<file path="src/rtl/bram_rd_streamer.sv">
// Streams a contiguous (wrapping) range of BRAM words out through a FWFT buffer with credit-based read issue.
// Optional stall counter: define BRAM_RD_STREAMER_STALL_CNT_EN.
module bram_rd_streamer #(
   parameter int WIDTH      = 72,
   parameter int DEPTH      = 2048,
   parameter int RD_LATENCY = 2,
   parameter int FIFO_DEPTH = 4,
   localparam int AW        = (DEPTH > 1) ? $clog2(DEPTH) : 1
) (
   input  logic              clk,
   input  logic              rst,
   input  logic              start,
   input  logic [AW-1:0]     base_addr,
   input  logic [AW:0]       length,
   output logic              busy,
   output logic              done,
   output logic [AW-1:0]     bram_addr,
   output logic              bram_en,
   output logic              bram_we,
   output logic              bram_oreg_en,
   output logic              bram_rst,
   input  logic [WIDTH-1:0]  bram_dout,
   output logic [WIDTH-1:0]  m_data,
   output logic              m_valid,
   output logic              m_last,
   input  logic              m_ready,
   output logic [31:0]       stall_cycles
);

   localparam int PW = $clog2(FIFO_DEPTH);
   localparam int CW = $clog2(FIFO_DEPTH + 1);
   localparam int OW = CW + 1;
   localparam logic [AW-1:0] LAST_ADDR = AW'(DEPTH - 1);
   localparam logic [PW-1:0] LAST_PTR  = PW'(FIFO_DEPTH - 1);
   localparam logic [AW:0]   ONE_LEFT  = {{AW{1'b0}}, 1'b1};

   typedef enum logic [1:0] {IDLE, RUN, DRAIN} state_t;

   state_t            state_q, state_d;
   logic [AW-1:0]     addr_q;
   logic [AW:0]       remain_q;
   logic              zdone_q;
   logic              accept;
   logic              issue;
   logic              drain_done;
   logic              vld_p0, lst_p0;
   logic              vld_cap, lst_cap;
   logic [1:0]        inflight;
   logic [OW-1:0]     occ;
   logic              push, pop;
   logic [CW-1:0]     fifo_count;
   logic [PW-1:0]     wr_ptr, rd_ptr;
   logic [WIDTH:0]    mem [FIFO_DEPTH];
   logic [WIDTH:0]    rd_word;

   assign accept = start && (state_q == IDLE);
   // Occupancy includes words still in the RAM pipe so the buffer can never overflow.
   assign occ    = OW'(fifo_count) + OW'(inflight);

   always_comb begin
      state_d    = state_q;
      issue      = 1'b0;
      drain_done = 1'b0;
      case (state_q)
         IDLE: begin
            if (start && (length != '0)) state_d = RUN;
         end
         RUN: begin
            if ((remain_q != '0) && (occ < OW'(FIFO_DEPTH))) begin
               issue = 1'b1;
               if (remain_q == ONE_LEFT) state_d = DRAIN;
            end
         end
         DRAIN: begin
            if ((fifo_count == '0) && (inflight == 2'd0)) begin
               drain_done = 1'b1;
               state_d    = IDLE;
            end
         end
         default: state_d = IDLE;
      endcase
   end

   always_ff @(posedge clk or posedge rst) begin
      if (rst) begin
         state_q  <= IDLE;
         addr_q   <= '0;
         remain_q <= '0;
         zdone_q  <= 1'b0;
      end else begin
         state_q <= state_d;
         zdone_q <= accept && (length == '0);
         if (accept) begin
            addr_q   <= base_addr;
            remain_q <= length;
         end else if (issue) begin
            addr_q   <= (addr_q == LAST_ADDR) ? '0 : addr_q + 1'b1;
            remain_q <= remain_q - 1'b1;
         end
      end
   end

   // Stage p0: one cycle after issue
   always_ff @(posedge clk or posedge rst) begin
      if (rst) begin
         vld_p0 <= 1'b0;
         lst_p0 <= 1'b0;
      end else begin
         vld_p0 <= issue;
         lst_p0 <= issue && (remain_q == ONE_LEFT);
      end
   end

   generate
      if (RD_LATENCY == 2) begin : g_lat2
         logic vld_p1, lst_p1;
         // Stage p1: RAM output register holds the word
         always_ff @(posedge clk or posedge rst) begin
            if (rst) begin
               vld_p1 <= 1'b0;
               lst_p1 <= 1'b0;
            end else begin
               vld_p1 <= vld_p0;
               lst_p1 <= lst_p0;
            end
         end
         assign vld_cap      = vld_p1;
         assign lst_cap      = lst_p1;
         assign inflight     = {1'b0, vld_p0} + {1'b0, vld_p1};
         assign bram_oreg_en = vld_p0;
      end else begin : g_lat1
         assign vld_cap      = vld_p0;
         assign lst_cap      = lst_p0;
         assign inflight     = {1'b0, vld_p0};
         assign bram_oreg_en = 1'b0;
      end
   endgenerate

   assign push = vld_cap;
   assign pop  = m_valid && m_ready;

   always_ff @(posedge clk or posedge rst) begin
      if (rst) begin
         wr_ptr     <= '0;
         rd_ptr     <= '0;
         fifo_count <= '0;
      end else begin
         if (push) wr_ptr <= (wr_ptr == LAST_PTR) ? '0 : wr_ptr + 1'b1;
         if (pop)  rd_ptr <= (rd_ptr == LAST_PTR) ? '0 : rd_ptr + 1'b1;
         case ({push, pop})
            2'b10:   fifo_count <= fifo_count + 1'b1;
            2'b01:   fifo_count <= fifo_count - 1'b1;
            default: fifo_count <= fifo_count;
         endcase
      end
   end

   always_ff @(posedge clk) begin
      if (push) mem[wr_ptr] <= {lst_cap, bram_dout};
   end

   assign rd_word      = mem[rd_ptr];
   assign m_valid      = (fifo_count != '0);
   assign m_data       = m_valid ? rd_word[WIDTH-1:0] : '0;
   assign m_last       = m_valid && rd_word[WIDTH];
   assign busy         = (state_q != IDLE);
   assign done         = zdone_q || drain_done;
   assign bram_addr    = addr_q;
   assign bram_en      = issue;
   assign bram_we      = 1'b0;
   assign bram_rst     = 1'b0;

`ifdef BRAM_RD_STREAMER_STALL_CNT_EN
   logic [31:0] stall_q;
   always_ff @(posedge clk or posedge rst) begin
      if (rst) begin
         stall_q <= '0;
      end else if (accept) begin
         stall_q <= '0;
      end else if (m_valid && !m_ready && (stall_q != 32'hFFFF_FFFF)) begin
         stall_q <= stall_q + 1'b1;
      end
   end
   assign stall_cycles = stall_q;
`else
   assign stall_cycles = '0;
`endif

endmodule

</file>
<file path="config.mk">
export PLATFORM = sky130hd
export DESIGN_NAME = bram_rd_streamer
export DESIGN_NICKNAME = d
export VERILOG_FILES = /design/src/rtl/bram_rd_streamer.sv
export SDC_FILE = /design/constraint.sdc
export NUM_CORES = 1
export LEC_CHECK = 0
export ABC_AREA = 0
export BUFFER_PORTS_ARGS = -buffer_cell sky130_fd_sc_hd__buf_4
export CAP_MARGIN = 20
export CELL_PAD_IN_SITES_DETAIL_PLACEMENT = 1
export CELL_PAD_IN_SITES_GLOBAL_PLACEMENT = 1
export CORE_MARGIN = 8
export CORE_UTILIZATION = 51
export CTS_BUF_LIST = sky130_fd_sc_hd__clkbuf_16
export DETAILED_ROUTE_END_ITERATION = 10
export PLACE_DENSITY = 0.82
export SYNTH_ARGS = -nofsm -noshare
export SYNTH_HDL_FRONTEND = slang
export SYNTH_SLANG_ARGS = --single-unit
</file>
<file path="constraint.sdc">
create_clock -name clk -period 5.4 [get_ports clk]
set_input_delay 0.54 -clock clk [delete_from_list [all_inputs] [get_ports clk]]
set_output_delay 0.54 -clock clk [all_outputs]
set_load 0.1 [all_outputs]
</file>
==> impl_metrics.json, run 1 <==
{
  "outcome": "complete, no violations",
  "grt_max_degree": 76,
  "regArea_sq_mm": 0.009702,
  "min_period_ps": 4152,
  "fp.dieW_um": 178.1,
  "async_flop_share_pct": 11.25,
  "avgSynthCellArea_sq_um": 18.36,
  "drtPass1Iterations": 4,
  "cts_tree": "done",
  "crit_path_start_kind": "flip-flop",
  "layout_common_cells": "edfxtp_1, buf_4, and2_1",
  "dp.final_hpwl_um": 19680,
  "cts_resized": 0,
  "netlist_area_sq_mm": 0.01340,
  "cp_max_fo": 23,
  "drt-initial-drc-count": 496,
  "synthCells": 730,
  "hold_viol": 0,
  "final.setup.tns_ps": 0,
  "slowest_stage": "nor2b_1",
  "portBuffers": 187,
  "place_congestion": 0.8155,
  "rows": 59,
  "clkTransAtPathRegs_ps": 60,
  "grt_pass1_wl_um": 48110,
  "reg2reg_slack_ps": 2110,
  "cp-end-kind": "primary output",
  "worstReg2RegEnd": "bram_addr[7]$_DFFE_PP0P_",
  "tightest_slew_ps": 922.9,
  "setup_viol": 0,
  "die_area_sq_mm": 0.03172,
  "nets": 1043,
  "maxSlewHeadroom_pct": 38.47,
  "cts-hold-fix-buffers": 0,
  "multi_input_area_sq_mm": 0.003383,
  "crit_chain": "ha_1 > ha_1 > a311oi_1 > nor2b_1 > nand2_2 > inv_2 > buf_4",
  "routed_wl_um": 31500,
  "crit_path_start": "g_lat2.vld_p1$_DFF_PP0_",
  "fillers": 2313,
  "synth_top_area_share_pct": 65.43,
  "antenna_found_initial": 3,
  "crit_top_cell": "ha_1",
  "pre_cts_ws_ps": 1838,
  "critical-path-top-delay-family": "simple AND/OR/NAND/NOR gates",
  "yosys.area.top_type": "edfxtp_1",
  "grt_use_met3_pct": 4.763,
  "ys_ff_latch": 329,
  "crit_arrival_ps": 3610,
  "grt_usage_pct": 19.83,
  "drv_slew": 0,
  "clkLatencyLatePin_ps": 500,
  "r2r_cells": 7,
  "initial_core_util_pct": 51.72,
  "ioPinCount": 222,
  "clk_path_buf_depth": 3,
  "syn_to_final_growth_pct": 20.21,
  "grt_overflow_total": 0,
  "antenna_left": 0,
  "synthTopCellsByArea": "edfxtp_1, mux4_2, dfrtp_1",
  "cp-endpoint": "bram_en",
  "fmax_mhz": 240.9,
  "final_common_cell": "edfxtp_1",
  "met1_usage_pct": 24.15,
  "rsz0062_at_grt": "false",
  "cts-root-buf": "clkbuf_16",
  "crit_buf_inv": 2,
  "r2r-start": "g_lat2.vld_p1$_DFF_PP0_",
  "first_global_vias": 8196,
  "clock-sinks": 329,
  "cp.required_ps": 4860,
  "final.setup.worst_slack_ps": 1248,
  "synth_cell_types": 49,
  "path_class": "flip-flop to primary output",
  "cp.depth": 7,
  "clock_skew_ps": 7.384,
  "yosys_warnings": 0,
  "hold_path_class": "input pin to async pin",
  "grt_busiest_layer": "met2",
  "grt_util_met2_pct": 35.16,
  "final_cell_area_sq_mm": 0.01611,
  "synth-main-ff-cell": "edfxtp_1",
  "maxCapViolCount": 0,
  "postCtsSetupBuffers": 0,
  "drc": 0,
  "max_stage_delay_ps": 660,
  "routed-via-count": 7248,
  "ys_seq_area_share_pct": 72.34,
  "dpl_cell_area_sq_mm": 0.01503,
  "coreArea_sq_mm": 0.02591,
  "synth_edf_count": 292,
  "htree_num_levels": 2,
  "viasPerCell": 5.619,
  "die_y_um": 178.1,
  "wl_per_cell_um": 24.42,
  "cts_made_buffers": 35,
  "period_share_pct": 76.88,
  "drive_gt1_share_pct": 34.49
}
-- flip-flops by register name, summed over array words and instances (netlist names) --
| signal | count |
|---|---|
| wr_ptr | 2 |
| mem | 292 |
| g_lat2.lst_p1 | 1 |
| remain_q | 12 |
| rd_ptr | 2 |
| bram_addr | 11 |
| bram_oreg_en | 1 |
| zdone_q | 1 |
| lst_p0 | 1 |
| fifo_count | 3 |
| g_lat2.vld_p1 | 1 |
| state_q | 2 |
-- how the worst min path moves through the flow --
stage                               end        startpoint  slack [ps]  depth (start not counted)
4_1_cts         remain_q[2]$_DFFE_PP0P_               rst         190                          3
3_5_place_dp    g_lat2.lst_p1$_DFF_PP0_  lst_p0$_DFF_PP0_         340                          0
2_1_floorplan   g_lat2.lst_p1$_DFF_PP0_  lst_p0$_DFF_PP0_         330                          0
3_3_place_gp    g_lat2.lst_p1$_DFF_PP0_  lst_p0$_DFF_PP0_         340                          0
5_1_grt        bram_addr[3]$_DFFE_PP0P_               rst         210                          3
6_report       bram_addr[5]$_DFFE_PP0P_               rst         180                          3
-- synthesized netlist by cell type, types with 2 or more instances --
master	count
a211oi_1	2
a21o_1	3
a21oi_1	8
a221o_1	5
a31oi_1	2
and2_1	80
and3_1	2
and4_1	2
buf_1	5
buf_2	8
buf_4	35
clkbuf_1	17
dfrtp_1	37
edfxtp_1	292
ha_1	13
inv_1	14
inv_2	2
mux4_2	73
nand2_1	18
nand2b_1	2
nand3_1	15
nand3b_1	2
nand4_1	7
nor2_1	20
nor2b_1	3
nor3_1	8
nor4_1	5
o211ai_1	3
o21ai_0	2
o21ai_1	13
o311ai_1	2
or3_1	5
xnor2_1	2
xor2_1	8
-- cells by family after synthesis --
group / count (synthesis) / share of synthesized area (%)
multiplexers: 75 / 12.43
adder cells (fa/ha/maj): 14 / 1.363
XOR/XNOR: 10 / 0.6536
flip-flops: 329 / 72.34
buffers and inverters: 82 / 3.408
AND/OR/NAND/NOR: 174 / 7.544
AO/OA/AOI/OAI: 45 / 2.232
other: 1 / 0.02798
-- worst min-delay path: stages --
cell and delay, ps:
buf_4 110, inv_1 50, buf_4 420
-- routing by layer --
metal	up-vias	wire length, um
met5	-	23
met4	4	509
met3	43	2002
met2	235	16450
met1	3784	12510
li1	3182	-
-- final cells by class --
type                            count  area share (%)
Clock inverter                     26           1.134
Clock buffer                       35           5.437
Inverter                           16          0.3728
Timing Repair Buffer              196           9.212
Sequential cell                   329           60.23
Tap cell                          335           2.602
Multi-Input combinational cell    352           21.00
Antenna cell                        1         0.01553
-- through the flow --
step	util, %	std cells	hold WS (ps)
floorplan	-	763	331.2
global placement	58.00	1227	336.1
detailed placement	58.00	1227	337.2
CTS	62.08	1288	188.2
global route	62.17	1290	214.0
finish	62.17	1290	179.3
Power of run 1 is left out: the tool's default activity adds up to more than one toggle a clock period on the data nets, which glitch-free logic cannot reach.
==> inputs of run 2 (changes only) <==
--- a/config.mk
+++ b/config.mk
@@ -5,16 +5,16 @@
 export SDC_FILE = /design/constraint.sdc
 export NUM_CORES = 1
 export LEC_CHECK = 0
-export ABC_AREA = 0
+export ABC_AREA = 1
 export BUFFER_PORTS_ARGS = -buffer_cell sky130_fd_sc_hd__buf_4
 export CAP_MARGIN = 20
 export CELL_PAD_IN_SITES_DETAIL_PLACEMENT = 1
 export CELL_PAD_IN_SITES_GLOBAL_PLACEMENT = 1
 export CORE_MARGIN = 8
-export CORE_UTILIZATION = 51
+export CORE_UTILIZATION = 40
 export CTS_BUF_LIST = sky130_fd_sc_hd__clkbuf_16
 export DETAILED_ROUTE_END_ITERATION = 10
-export PLACE_DENSITY = 0.82
+export PLACE_DENSITY = 0.73
 export SYNTH_ARGS = -nofsm -noshare
 export SYNTH_HDL_FRONTEND = slang
 export SYNTH_SLANG_ARGS = --single-unit
==> constraint.sdc (replaced) <==
create_clock -name clk -period 3.43 [get_ports clk]
set_input_delay 0.343 -clock clk [delete_from_list [all_inputs] [get_ports clk]]
set_output_delay 0.343 -clock clk [all_outputs]
set_load 0.1 [all_outputs]
==> run 2 against run 1 <==
Against the previous run: critical path depth shrank 1; sequential share of layout area down 2.2 points; die area up 29%; worst setup slack lost 890 ps; clock skew is 3.8 ps higher; via count grew 33%; clock-buffer cell count increased by 2; design area up 3.7%; synthesized cell count grew 70%; critical endpoint is now m_data[51].
==> impl_metrics.json, run 2 <==
{
  "hold_viol": 0,
  "synth_top_area_share_pct": 63.08,
  "ioPinCount": 222,
  "crit_arrival_ps": 2720,
  "avgSynthCellArea_sq_um": 11.19,
  "tightest_slew_ps": 960.7,
  "antenna_left": 0,
  "initial_core_util_pct": 40.44,
  "nets": 1534,
  "ys_ff_latch": 329,
  "fmax_mhz": 326.0,
  "async_flop_share_pct": 11.25,
  "wl_met2_um": 18320,
  "dp.final_hpwl_um": 23970,
  "cts_resized": 0,
  "clk_path_buf_depth": 3,
  "postCtsSetupBuffers": 0,
  "final_common_cell": "nor2_1",
  "synthCells": 1242,
  "cts_tree": "done",
  "path_class": "flip-flop to primary output",
  "synth_cell_types": 36,
  "syn_to_final_growth_pct": 20.18,
  "wl_per_cell_um": 19.60,
  "maxCapViolCount": 0,
  "cp.required_ps": 3090,
  "whs_ps": 35.17,
  "hold_path_class": "input pin to flip-flop",
  "wl_met1_um": 16590,
  "grt_usage_pct": 17.81,
  "die_y_um": 202.4,
  "cts-hold-fix-buffers": 1,
  "fp.dieW_um": 202.4,
  "met3WireLength_um": 1820,
  "yosys_warnings": 0,
  "yosys-top-cells-count": "nor2_1, edfxtp_1, o21ai_0, nand2_1, a21oi_1",
  "largest_reg_flops": 292,
  "yosys.area.top_type": "edfxtp_1",
  "top_layer_used": "met5",
  "routed_wl_um": 37270,
  "drtPass1Iterations": 4,
  "min_period_ps": 3067,
  "clkTransAtPathRegs_ps": 60,
  "htree_num_levels": 2,
  "drive_gt1_share_pct": 18.69,
  "setup_viol": 0,
  "crit_path_start_kind": "flip-flop",
  "routed-via-count": 9607,
  "maxSlewHeadroom_pct": 35.96,
  "final_cell_area_sq_mm": 0.01670,
  "rsz0062_at_grt": "false",
  "final.setup.tns_ps": 0,
  "clkLatencyLatePin_ps": 510,
  "synthTopCellsByArea": "edfxtp_1, nor2_1, dfrtp_1",
  "yosysMostFrequentCell": "nor2_1",
  "period_share_pct": 89.42,
  "first_global_vias": 10320,
  "layout_common_cells": "nor2_1, edfxtp_1, buf_4",
  "cts-root-buf": "clkbuf_16",
  "drv_slew": 0,
  "clock-sinks": 329,
  "grt_max_degree": 67,
  "grt_overflow_total": 0,
  "synth-main-ff-cell": "edfxtp_1",
  "grt_pass1_wl_um": 58400,
  "outcome": "complete, no violations",
  "viasPerCell": 5.054,
  "coreArea_sq_mm": 0.03437,
  "cp_max_fo": 66,
  "drc": 0,
  "fin_util_pct": 48.60,
  "cp-end-kind": "primary output",
  "dpl_cell_area_sq_mm": 0.01563,
  "cts_made_buffers": 36,
  "die_area_sq_mm": 0.04097,
  "synth_edf_count": 292,
  "netlist_area_sq_mm": 0.01390,
  "fillers": 3730,
  "top_register": "mem",
  "ys_seq_area_share_pct": 69.75,
  "clock_skew_ps": 11.17,
  "portBuffers": 187,
  "rows": 68,
  "drt-initial-drc-count": 401,
  "antenna_found_initial": 2,
  "place_congestion": 0.7854
}
==> run 2: cell families (layout without fill, tap and decap cells) <==
kind of cell | count (synthesis) | after routing | share of synthesized area (%)
AOI/OAI and AO/OA | 247 | 247 | 9.056
xor gates and xnor gates | 7 | 7 | 0.4411
adders and majority gates | 14 | 14 | 1.314
buffers and inverters | 143 | 313 | 5.203
DFF | 329 | 329 | 69.75
other | 1 | 35 | 0.02698
and+or+nand+nor | 501 | 501 | 14.21
==> run 2: final cells by class <==
type	instances	area (sq um)	area share [%]
inverter	45	178.9	1.071
tap	455	569.3	3.408
timing repair buffer	206	1587	9.497
sequential	329	9699	58.06
clock buffer	37	925.9	5.543
multi-input combinational	803	3606	21.59
antenna	1	2.502	0.01498
clock inverter	25	136.4	0.8164
==> run 2: path summary, 6_finish.rpt <==
check                                      startpoint                  endpoint  slack (ps)  cells past startpoint
worst max-delay path            rd_ptr[0]$_DFFE_PP0N_                m_data[51]         360                      6
worst min-delay path                    bram_dout[15]      mem[1][15]$_DFFE_PP_          40                      1
worst max register to register  wr_ptr[0]$_DFFE_PP0P_      mem[0][57]$_DFFE_PP_        1080                      6
worst min register to register       lst_p0$_DFF_PP0_   g_lat2.lst_p1$_DFF_PP0_         360                      0
max in group asynchronous                         rst  bram_addr[9]$_DFFE_PP0P_        2130                      4
min in group asynchronous                         rst    bram_oreg_en$_DFF_PP0_         530                      3
==> run 2: stage by stage <==
step	std cells	setup slack, ps
6_report	1901	362.8
5_1_grt	1901	146.5
4_1_cts	1900	318.5
3_5_place_dp	1837	868.2
3_3_place_gp	1837	917.8
2_1_floorplan	1275	-165.1
==> run 2: critical path, stage by stage, from the launching register on <==
cell	delay [ps]
dfrtp_4	600
buf_4	610
nor2_1	110
nor2_1	100
o21ai_0	90
a21oi_1	280
buf_4	350
==> run 2: per-layer routing <==
metal | vias to the layer above | GRT usage (%)
li1 | 4548 | -
met4 | 2 | 4.040
met2 | 216 | 30.76
met1 | 4800 | 22.76
met5 | - | 0
met3 | 41 | 3.666
Power of run 2 is left out for the same reason.
